[src/rtl/cp0_exc_ctrl.sv]
// cp0_exc_ctrl: coprocessor-0 exception/interrupt controller beside the M stage.
// Holds SR, Cause, EPC and PrID, decides when to trap and raises IntReq.
// Optional feature macro: CP0_BD_EN (delay-slot victims report the branch PC
// in EPC and set Cause.BD). Without it BD is ignored.
module cp0_exc_ctrl (
    input  logic        clk,
    input  logic        reset,
    input  logic [4:0]  A1,
    input  logic [4:0]  A2,
    input  logic [31:0] DIn,
    input  logic        We,
    input  logic [31:0] PC,
    input  logic        BD,
    input  logic [6:2]  ExcCode,
    input  logic [7:2]  HWInt,
    input  logic        EXLClr,
    output logic        IntReq,
    output logic [31:0] EPC,
    output logic [31:0] DOut
);

    typedef enum logic {
        NORMAL  = 1'b0,
        HANDLER = 1'b1
    } exlState_t;

    localparam logic [31:0] PRID = 32'h4D49_5053;

    exlState_t   state, stateNext;
    logic [5:0]  im, imNext;
    logic        ie, ieNext;
    logic        causeBd, causeBdNext;
    logic [5:0]  ip;
    logic [4:0]  excCodeReg, excCodeNext;
    logic [31:0] epcReg, epcNext;

    logic        exl;
    logic        irq;
    logic        exc;
    logic [31:0] victimPc;
    logic        victimBd;

`ifdef CP0_BD_EN
    assign victimBd = BD;
    assign victimPc = BD ? (PC - 32'd4) : PC;
`else
    logic unusedBd;
    assign unusedBd = BD;
    assign victimBd = 1'b0;
    assign victimPc = PC;
`endif

    // Trap decision: interrupts and exceptions are both masked while in the handler.
    always_comb begin
        exl    = (state == HANDLER);
        irq    = (|(HWInt & im)) & ie & ~exl;
        exc    = (ExcCode != '0) & ~exl;
        IntReq = (irq | exc) & ~reset;
    end

    // Next-state: a trap wins over mtc0; eret clears EXL after any SR write.
    always_comb begin
        stateNext   = state;
        imNext      = im;
        ieNext      = ie;
        causeBdNext = causeBd;
        excCodeNext = excCodeReg;
        epcNext     = epcReg;
        if (IntReq) begin
            stateNext   = HANDLER;
            epcNext     = victimPc;
            causeBdNext = victimBd;
            excCodeNext = irq ? '0 : ExcCode;
        end else begin
            if (We && (A2 == 5'd12)) begin
                imNext    = DIn[15:10];
                ieNext    = DIn[0];
                stateNext = DIn[1] ? HANDLER : NORMAL;
            end
            if (We && (A2 == 5'd14)) begin
                epcNext = {DIn[31:2], 2'b00};
            end
            if (EXLClr) begin
                stateNext = NORMAL;
            end
        end
    end

    // Register update; Cause.IP tracks the interrupt lines on every edge.
    always_ff @(posedge clk or posedge reset) begin
        if (reset) begin
            state      <= NORMAL;
            im         <= '0;
            ie         <= 1'b0;
            causeBd    <= 1'b0;
            ip         <= '0;
            excCodeReg <= '0;
            epcReg     <= '0;
        end else begin
            state      <= stateNext;
            im         <= imNext;
            ie         <= ieNext;
            causeBd    <= causeBdNext;
            ip         <= HWInt;
            excCodeReg <= excCodeNext;
            epcReg     <= epcNext;
        end
    end

    // mfc0 read mux and eret target.
    always_comb begin
        EPC = epcReg;
        case (A1)
            5'd12:   DOut = {16'b0, im, 8'b0, exl, ie};
            5'd13:   DOut = {causeBd, 15'b0, ip, 3'b0, excCodeReg, 2'b00};
            5'd14:   DOut = epcReg;
            5'd15:   DOut = PRID;
            default: DOut = '0;
        endcase
    end

endmodule

[config.mk]
export PLATFORM = sky130hd
export DESIGN_NAME = cp0_exc_ctrl
export DESIGN_NICKNAME = d
export VERILOG_FILES = /design/src/rtl/cp0_exc_ctrl.sv
export SDC_FILE = /design/constraint.sdc
export NUM_CORES = 1
export LEC_CHECK = 0
export ABC_AREA = 1
export CAP_MARGIN = 10
export CORE_MARGIN = 4
export CORE_UTILIZATION = 25
export CTS_CLUSTER_DIAMETER = 30
export DETAILED_ROUTE_END_ITERATION = 12
export HOLD_SLACK_MARGIN = 0.08
export PLACE_DENSITY = 0.5
export SLEW_MARGIN = 10
export SYNTH_ARGS = -nofsm -noshare
export SYNTH_HDL_FRONTEND = slang
export SYNTH_SLANG_ARGS = --single-unit
[constraint.sdc]
create_clock -name clk -period 7.18 [get_ports clk]
set_input_delay 1.077 -clock clk [delete_from_list [all_inputs] [get_ports clk]]
set_output_delay 1.077 -clock clk [all_outputs]
set_load 0.01 [all_outputs]
==> results of run 1 <==
==> path summary, 6_finish.rpt <==
kind                        from  slack [ns]  cells after the start  endpoint
min in group asynchronous  reset        1.47                      3    EPC[6]
max reg2reg                im[4]        4.51                     11     im[4]
min reg2reg                   ie        0.48                      2        ie
max                        A1[2]        2.41                      8   DOut[1]
max in group asynchronous  reset        5.11                      3   EPC[13]
min                           ie        0.48                      2        ie
==> per-layer routing <==
layer / up-vias / track usage (%)
met5: - / 0
met4: 2 / 2.519
met3: 4 / 4.178
met2: 112 / 24.38
met1: 1527 / 19.28
li1: 1692 / -
==> synth_stat cells, types with 3 or more instances <==
library cell / instances / share of area, %
sky130_fd_sc_hd__o21ai_1: 6 / 0.92
sky130_fd_sc_hd__buf_2: 3 / 0.46
sky130_fd_sc_hd__clkbuf_4: 3 / 0.69
sky130_fd_sc_hd__nand3_1: 75 / 12
sky130_fd_sc_hd__nor2_1: 20 / 2.3
sky130_fd_sc_hd__a22o_1: 3 / 0.81
sky130_fd_sc_hd__inv_2: 3 / 0.35
sky130_fd_sc_hd__nand2_4: 3 / 1.0
sky130_fd_sc_hd__buf_4: 8 / 1.8
sky130_fd_sc_hd__nand2_2: 3 / 0.58
sky130_fd_sc_hd__clkbuf_1: 8 / 0.92
sky130_fd_sc_hd__buf_6: 6 / 2.1
sky130_fd_sc_hd__inv_1: 51 / 5.9
sky130_fd_sc_hd__nand2_1: 175 / 20
sky130_fd_sc_hd__nand3_2: 30 / 9.2
sky130_fd_sc_hd__dfrtp_1: 51 / 39
==> power by group through the flow <==
stage          logic, mW  registers, mW  clock network [mW]
2_1_floorplan      0.151          0.427                   0
6_report           0.355          0.415               0.271
4_1_cts            0.362          0.417               0.282
5_1_grt            0.390          0.426               0.294
3_5_place_dp       0.361          0.420                   0
3_3_place_gp       0.358          0.419                   0
==> area by class of cell <==
class,instances,area share (%)
tap,172,4.295
multi-input combinational,322,31.54
clock inverter,3,0.8739
sequential,51,25.47
inverter,55,4.170
clock buffer,5,2.497
timing repair buffer,157,31.16
==> kinds of logic after synthesis <==
family                 count (synthesis)
and+or+nand+nor                      311
DFF                                   51
buffers and inverters                 83
AOI/OAI and AO/OA                     11
==> sequential cells by signal, indices dropped and copies added (netlist names) <==
name,flops
im,6
excCodeReg,5
EPC,32
ip,6
exl,1
ie,1
==> metrics by stage <==
step | power [mW] | hold slack, ns
after global placement | 0.7769 | 0.4603
after floorplan | 0.5781 | 0.4419
after global routing | 1.110 | 0.5179
final | 1.042 | 0.4751
after CTS | 1.061 | 0.4800
after detailed placement | 0.7807 | 0.4627
==> worst register-to-register path, cell delays in order, from the launching register on <==
cell,delay [ns]
sky130_fd_sc_hd__dfrtp_1,0.41
sky130_fd_sc_hd__nand2_1,0.07
sky130_fd_sc_hd__nand2_1,0.04
sky130_fd_sc_hd__nor2_1,0.11
sky130_fd_sc_hd__nand2_1,0.08
sky130_fd_sc_hd__nand2_2,0.13
sky130_fd_sc_hd__nand2_2,0.45
sky130_fd_sc_hd__nand2_4,0.19
sky130_fd_sc_hd__buf_4,0.76
sky130_fd_sc_hd__nand2_4,0.16
sky130_fd_sc_hd__nand2_1,0.11
sky130_fd_sc_hd__nand2_1,0.06
==> flow_summary.json, run 1 <==
{
  "postSynth.asyncResetShare_pct": 100.0,
  "synth_compound_area_share_pct": 2.188,
  "final_core_utilization_pct": 39.55,
  "period_minus_slack_ns": 4.770,
  "fraction_of_layout_instances_using_a_drive_strength_above_1_pct": 9.106,
  "synth.distinct_cells": 21,
  "worst_slew_margin_rel_pct": 35.57,
  "detailedRoute.firstIterationViolations": 118,
  "worst_path_largest_cell_delay_ns": 0.73,
  "pwr_density_cell_mw_per_mm2": 207.9,
  "die_w_um": 122.2,
  "crit_fanout": 20,
  "final_worst_path_period_share_pct": 66.44,
  "dp_cells": 757,
  "vias_per_cell": 4.362,
  "layoutNonFillerInstCount": 765,
  "gp_congestion": 0.7690,
  "synth_nets": 546,
  "worst_path_most_repeated_cell": "sky130_fd_sc_hd__nand2_1",
  "register_cell_area_after_layout_mm2": 0.001276,
  "tritoncts": "done",
  "routed.top_layer": "met5",
  "globalRouteTotalUtil_pct": 14.66,
  "yosys_register_bits": 51,
  "cap_violations": 0,
  "hold_class": "flip-flop to flip-flop",
  "most_frequent_cells_in_the_layout": "sky130_fd_sc_hd__nand2_1 (175), sky130_fd_sc_hd__clkdlybuf4s50_1 (153), sky130_fd_sc_hd__nand3_1 (75)",
  "die_height_um": 122.2,
  "cell_type_of_the_slowest_stage_on_the_worst_timing_path": "sky130_fd_sc_hd__inv_1",
  "post_synth_mux_area_share_pct": 0,
  "core_region_area_mm2": 0.01267,
  "detailedRoute.firstPassIterationCount": 4,
  "io_buffer_count": 153,
  "wire_length_of_the_first_global_routing_pass_mm": 17.36,
  "cts_repair_resize_count": 0,
  "max-clock-path-buffers": 2,
  "switching_share_pct": 32.17,
  "timing.clock.skew_ns": 0.004699,
  "cts_made_buffers": 5,
  "detailroute.via_count": 3337,
  "num-nets-final": 682,
  "std_cell_rows": 41,
  "met3_wirelength_um": 870,
  "switching_power_mw": 0.3350,
  "final-hold-violation-count": 0,
  "power.share.clock_pct": 26.0,
  "syn_inst": 456,
  "worst_case_setup_slack_after_placement_ns": 2.327,
  "rsz0062_at_grt": "no",
  "power.leakage_nw": 2.522,
  "cts_setup_buffers": 0,
  "m1WireLength_mm": 4.974,
  "path_class": "input pin to output port",
  "multi_input_comb_area_mm2": 0.001580,
  "synth-adder-area-share_pct": 0,
  "worst_slew_pin_slew_ns": 0.9664,
  "vias_in_the_first_global_route": 3384,
  "htreeDepth": 2,
  "timing.critical_path.max_delay_family": "buffers and inverters",
  "clkSinkCount": 51,
  "synth.cell_area_mm2": 0.003259,
  "area.growth.synth_to_final_pct": 53.74,
  "drc": 0,
  "internal_power_mw": 0.7065,
  "cts_root_buf": "sky130_fd_sc_hd__clkbuf_16",
  "num_io_pins": 155,
  "n_antenna_cell": 0,
  "power.combinational.fraction_pct": 34.1,
  "place_hpwl_mm": 7.923,
  "final_worst_path_setup_slack_ns": 2.410,
  "achievable-frequency_ghz": 0.2096,
  "post_synth_xor_area_fraction_pct": 0,
  "insertion_delay_ns": 0.29,
  "detailroute.wirelength.met2_mm": 5.202,
  "antenna_left": 0,
  "synth_flop_cell": "sky130_fd_sc_hd__dfrtp_1",
  "die_area_mm2": 0.01493,
  "grt.overflow.total": 0,
  "start_util_pct": 25.72,
  "pwr-share-seq_pct": 39.9,
  "cells_traversed_along_the_worst_timing_path": "clkdlybuf4s50_1 > nand2_1 > nor2_1 > nand2_1 > inv_1 > nand2_1 > o211ai_1 > clkdlybuf4s50_1",
  "post-route-cell-area_mm2": 0.005011,
  "clk_pin_slew_worst_paths_ns": 0.07,
  "post_cts_hold_buffer_count": 0,
  "run_status": "complete, no violations",
  "synth_edf_count": 0,
  "dpl_cell_area_mm2": 0.004842,
  "antenna_found_initial": 1,
  "synth-seq-area-share_pct": 39.16,
  "fill_cell_total_of_the_finished_layout": 1334,
  "cp_num_buf_inv": 3,
  "mean_syn_cell_area_um2": 7.148,
  "synth-warning-count": 0,
  "synth_top_family_by_area": "simple AND/OR/NAND/NOR gates",
  "finalSetupViolations": 0,
  "critPathLaunchType": "input pin",
  "postRouteWirelength_mm": 11.09,
  "routedWlPerCell_um": 14.50,
  "cp_data_required_time_ns": 6.10,
  "end_kind": "output port",
  "timing.setup.tns_ns": 0,
  "final_common_cell": "sky130_fd_sc_hd__nand2_1",
  "grt_start_max_net_pins": 82,
  "vdd_drop_max_mv": 0.08438,
  "arrival_time_at_the_worst_endpoint_ns": 3.69,
  "synth-simple-area-share_pct": 46.30,
  "finalMaxSlewViolations": 0
}
Note: power is estimated with default switching activity, not from simulation.
==> run 2, diff against run 1 <==
Settings changed: PLACE_DENSITY 0.5 to 0.51.
Clock period 7.18 ns to 4.2 ns, I/O delays scaled along.
==> run 2 against run 1 <==
Global-route usage is essentially flat. Clock power rose by 58%. Sequential share of layout area about the same. Highest routed layer unchanged. First-iteration DRC count rose by 51%. Non-clock buffer count rose by 2. Setup slack got worse by 1.8 ns.
==> flow_summary.json, run 2 (synthesis gave the netlist of run 1 again) <==
{
  "final_common_cell": "sky130_fd_sc_hd__nand2_1",
  "final_worst_path_period_share_pct": 84.74,
  "postRouteWirelength_mm": 10.93,
  "globalRouteTotalUtil_pct": 14.68,
  "tritoncts": "done",
  "worst_path_largest_cell_delay_ns": 0.57,
  "most_frequent_cells_in_the_layout": "sky130_fd_sc_hd__nand2_1 (175), sky130_fd_sc_hd__clkdlybuf4s50_1 (153), sky130_fd_sc_hd__nand3_1 (75)",
  "timing.critical_path.max_delay_family": "buffers and inverters",
  "drc": 0,
  "max-clock-path-buffers": 2,
  "area.growth.synth_to_final_pct": 53.78,
  "run_status": "complete, no violations",
  "insertion_delay_ns": 0.29,
  "num-nets-final": 684,
  "critPathLaunchType": "input pin",
  "cell_type_of_the_slowest_stage_on_the_worst_timing_path": "sky130_fd_sc_hd__inv_1",
  "dp_cells": 759,
  "worst_slew_pin_slew_ns": 0.9886,
  "cts_root_buf": "sky130_fd_sc_hd__clkbuf_16",
  "finalSetupViolations": 0,
  "cap_violations": 0,
  "cts_repair_resize_count": 0,
  "io_buffer_count": 153,
  "worst_path_most_repeated_cell": "sky130_fd_sc_hd__nand2_1",
  "start_util_pct": 25.72,
  "core_region_area_mm2": 0.01267,
  "cts_setup_buffers": 0,
  "fraction_of_layout_instances_using_a_drive_strength_above_1_pct": 9.412,
  "final_core_utilization_pct": 39.56,
  "gp_congestion": 0.7799,
  "detailedRoute.firstIterationViolations": 178,
  "path_class": "input pin to output port",
  "crit_fanout": 20,
  "cells_traversed_along_the_worst_timing_path": "clkdlybuf4s50_1 > nand2_1 > nor2_1 > nand2_1 > buf_4 > inv_1 > nand2_1 > nand3_1 > clkdlybuf4s50_1",
  "die_w_um": 122.2,
  "htreeDepth": 2,
  "rsz0062_at_grt": "no",
  "vdd_drop_max_mv": 0.1525,
  "period_minus_slack_ns": 3.559,
  "die_area_mm2": 0.01493,
  "achievable-frequency_ghz": 0.2810,
  "n_antenna_cell": 0,
  "vias_in_the_first_global_route": 3335,
  "arrival_time_at_the_worst_endpoint_ns": 2.93,
  "std_cell_rows": 41,
  "end_kind": "output port",
  "cp_num_buf_inv": 4,
  "place_hpwl_mm": 8.022,
  "grt_start_max_net_pins": 82,
  "grt.overflow.total": 0,
  "hold_class": "flip-flop to flip-flop",
  "clkSinkCount": 51,
  "pwr_density_cell_mw_per_mm2": 346.9,
  "vias_per_cell": 4.309,
  "routedWlPerCell_um": 14.25,
  "clk_pin_slew_worst_paths_ns": 0.07,
  "largest_register_ff_count": 32,
  "power.leakage_nw": 2.520,
  "die_height_um": 122.2,
  "cts_made_buffers": 5,
  "timing.setup.tns_ns": 0,
  "wire_length_of_the_first_global_routing_pass_mm": 17.35,
  "fill_cell_total_of_the_finished_layout": 1360,
  "post_cts_hold_buffer_count": 0,
  "worst_slew_margin_rel_pct": 34.09,
  "final-hold-violation-count": 0,
  "layoutNonFillerInstCount": 767,
  "antenna_found_initial": 1,
  "fin_hold_ws_ns": 0.4820,
  "finalMaxSlewViolations": 0,
  "detailroute.via_count": 3305,
  "timing.reg2reg.setup_slack_ns": 2.01,
  "cp_data_required_time_ns": 3.57,
  "detailedRoute.firstPassIterationCount": 4,
  "num_io_pins": 155,
  "timing.clock.skew_ns": 0.003553,
  "antenna_left": 0
}
-- run 2: cell count changes in the layout (fill, tap and decap cells not counted), sizes merged --
| cell | previous run | this run |
|---|---|---|
| clkinvlp | 0 | 1 |
| buf | 4 | 6 |
| clkinv | 4 | 3 |
| clkbuf | 5 | 6 |
| bufinv | 1 | 0 |
-- run 2: final cells by class --
cell class | count | area [um2] | share of cell area [%]
well taps | 172 | 215.2 | 4.294
multi-input cells | 322 | 1580 | 31.53
repair buffers | 159 | 1577 | 31.45
inverters | 55 | 209.0 | 4.169
clock buffers | 6 | 138.9 | 2.771
clock inverters | 2 | 16.27 | 0.3245
flip-flops and latches | 51 | 1276 | 25.46
-- run 2: worst reg2reg max path: stages, from the launching register on --
cell                      delay (ns)
sky130_fd_sc_hd__dfrtp_1        0.39
sky130_fd_sc_hd__nand2_1        0.06
sky130_fd_sc_hd__nand2_1        0.05
sky130_fd_sc_hd__nor2_1         0.12
sky130_fd_sc_hd__nand2_1        0.09
sky130_fd_sc_hd__nand2_2        0.12
sky130_fd_sc_hd__nand2_2        0.10
sky130_fd_sc_hd__nand2_4        0.07
sky130_fd_sc_hd__buf_4          0.69
sky130_fd_sc_hd__nand2_4        0.23
sky130_fd_sc_hd__nand2_1        0.12
sky130_fd_sc_hd__nand2_1        0.05
-- run 2: worst paths after layout --
path / startpoint / endpoint / cells past startpoint
max: A1[3] / DOut[6] / 9
max reg2reg: im[5] / im[0] / 11
min: ie / ie / 2
max in group asynchronous: reset / im[2] / 3
min reg2reg: ie / ie / 2
min in group asynchronous: reset / EPC[0] / 3
-- run 2: stage by stage --
stage	total power, mW	cell area (um2)	setup WS, ns
CTS	1.770	5012	0.5872
finish	1.739	5012	0.6410
global placement	1.326	4857	0.6362
global route	1.860	5012	0.4300
detailed placement	1.330	4857	0.5925
floorplan	0.9883	3259	1.279
-- run 2: power by group --
| group | internal (mW) | switching, mW | total [mW] |
|---|---|---|---|
| registers | 0.600 | 0.107 | 0.708 |
| logic | 0.328 | 0.276 | 0.604 |
| clock network | 0.239 | 0.188 | 0.427 |
| total | 1.17 | 0.572 | 1.74 |
-- run 2: layer usage --
layer	up-vias	global-route usage, %	routed length, um
met5	-	0	13
li1	1700	-	-
met2	103	23.34	4985
met3	4	4.364	812
met1	1496	20.24	5072
met4	2	2.099	44
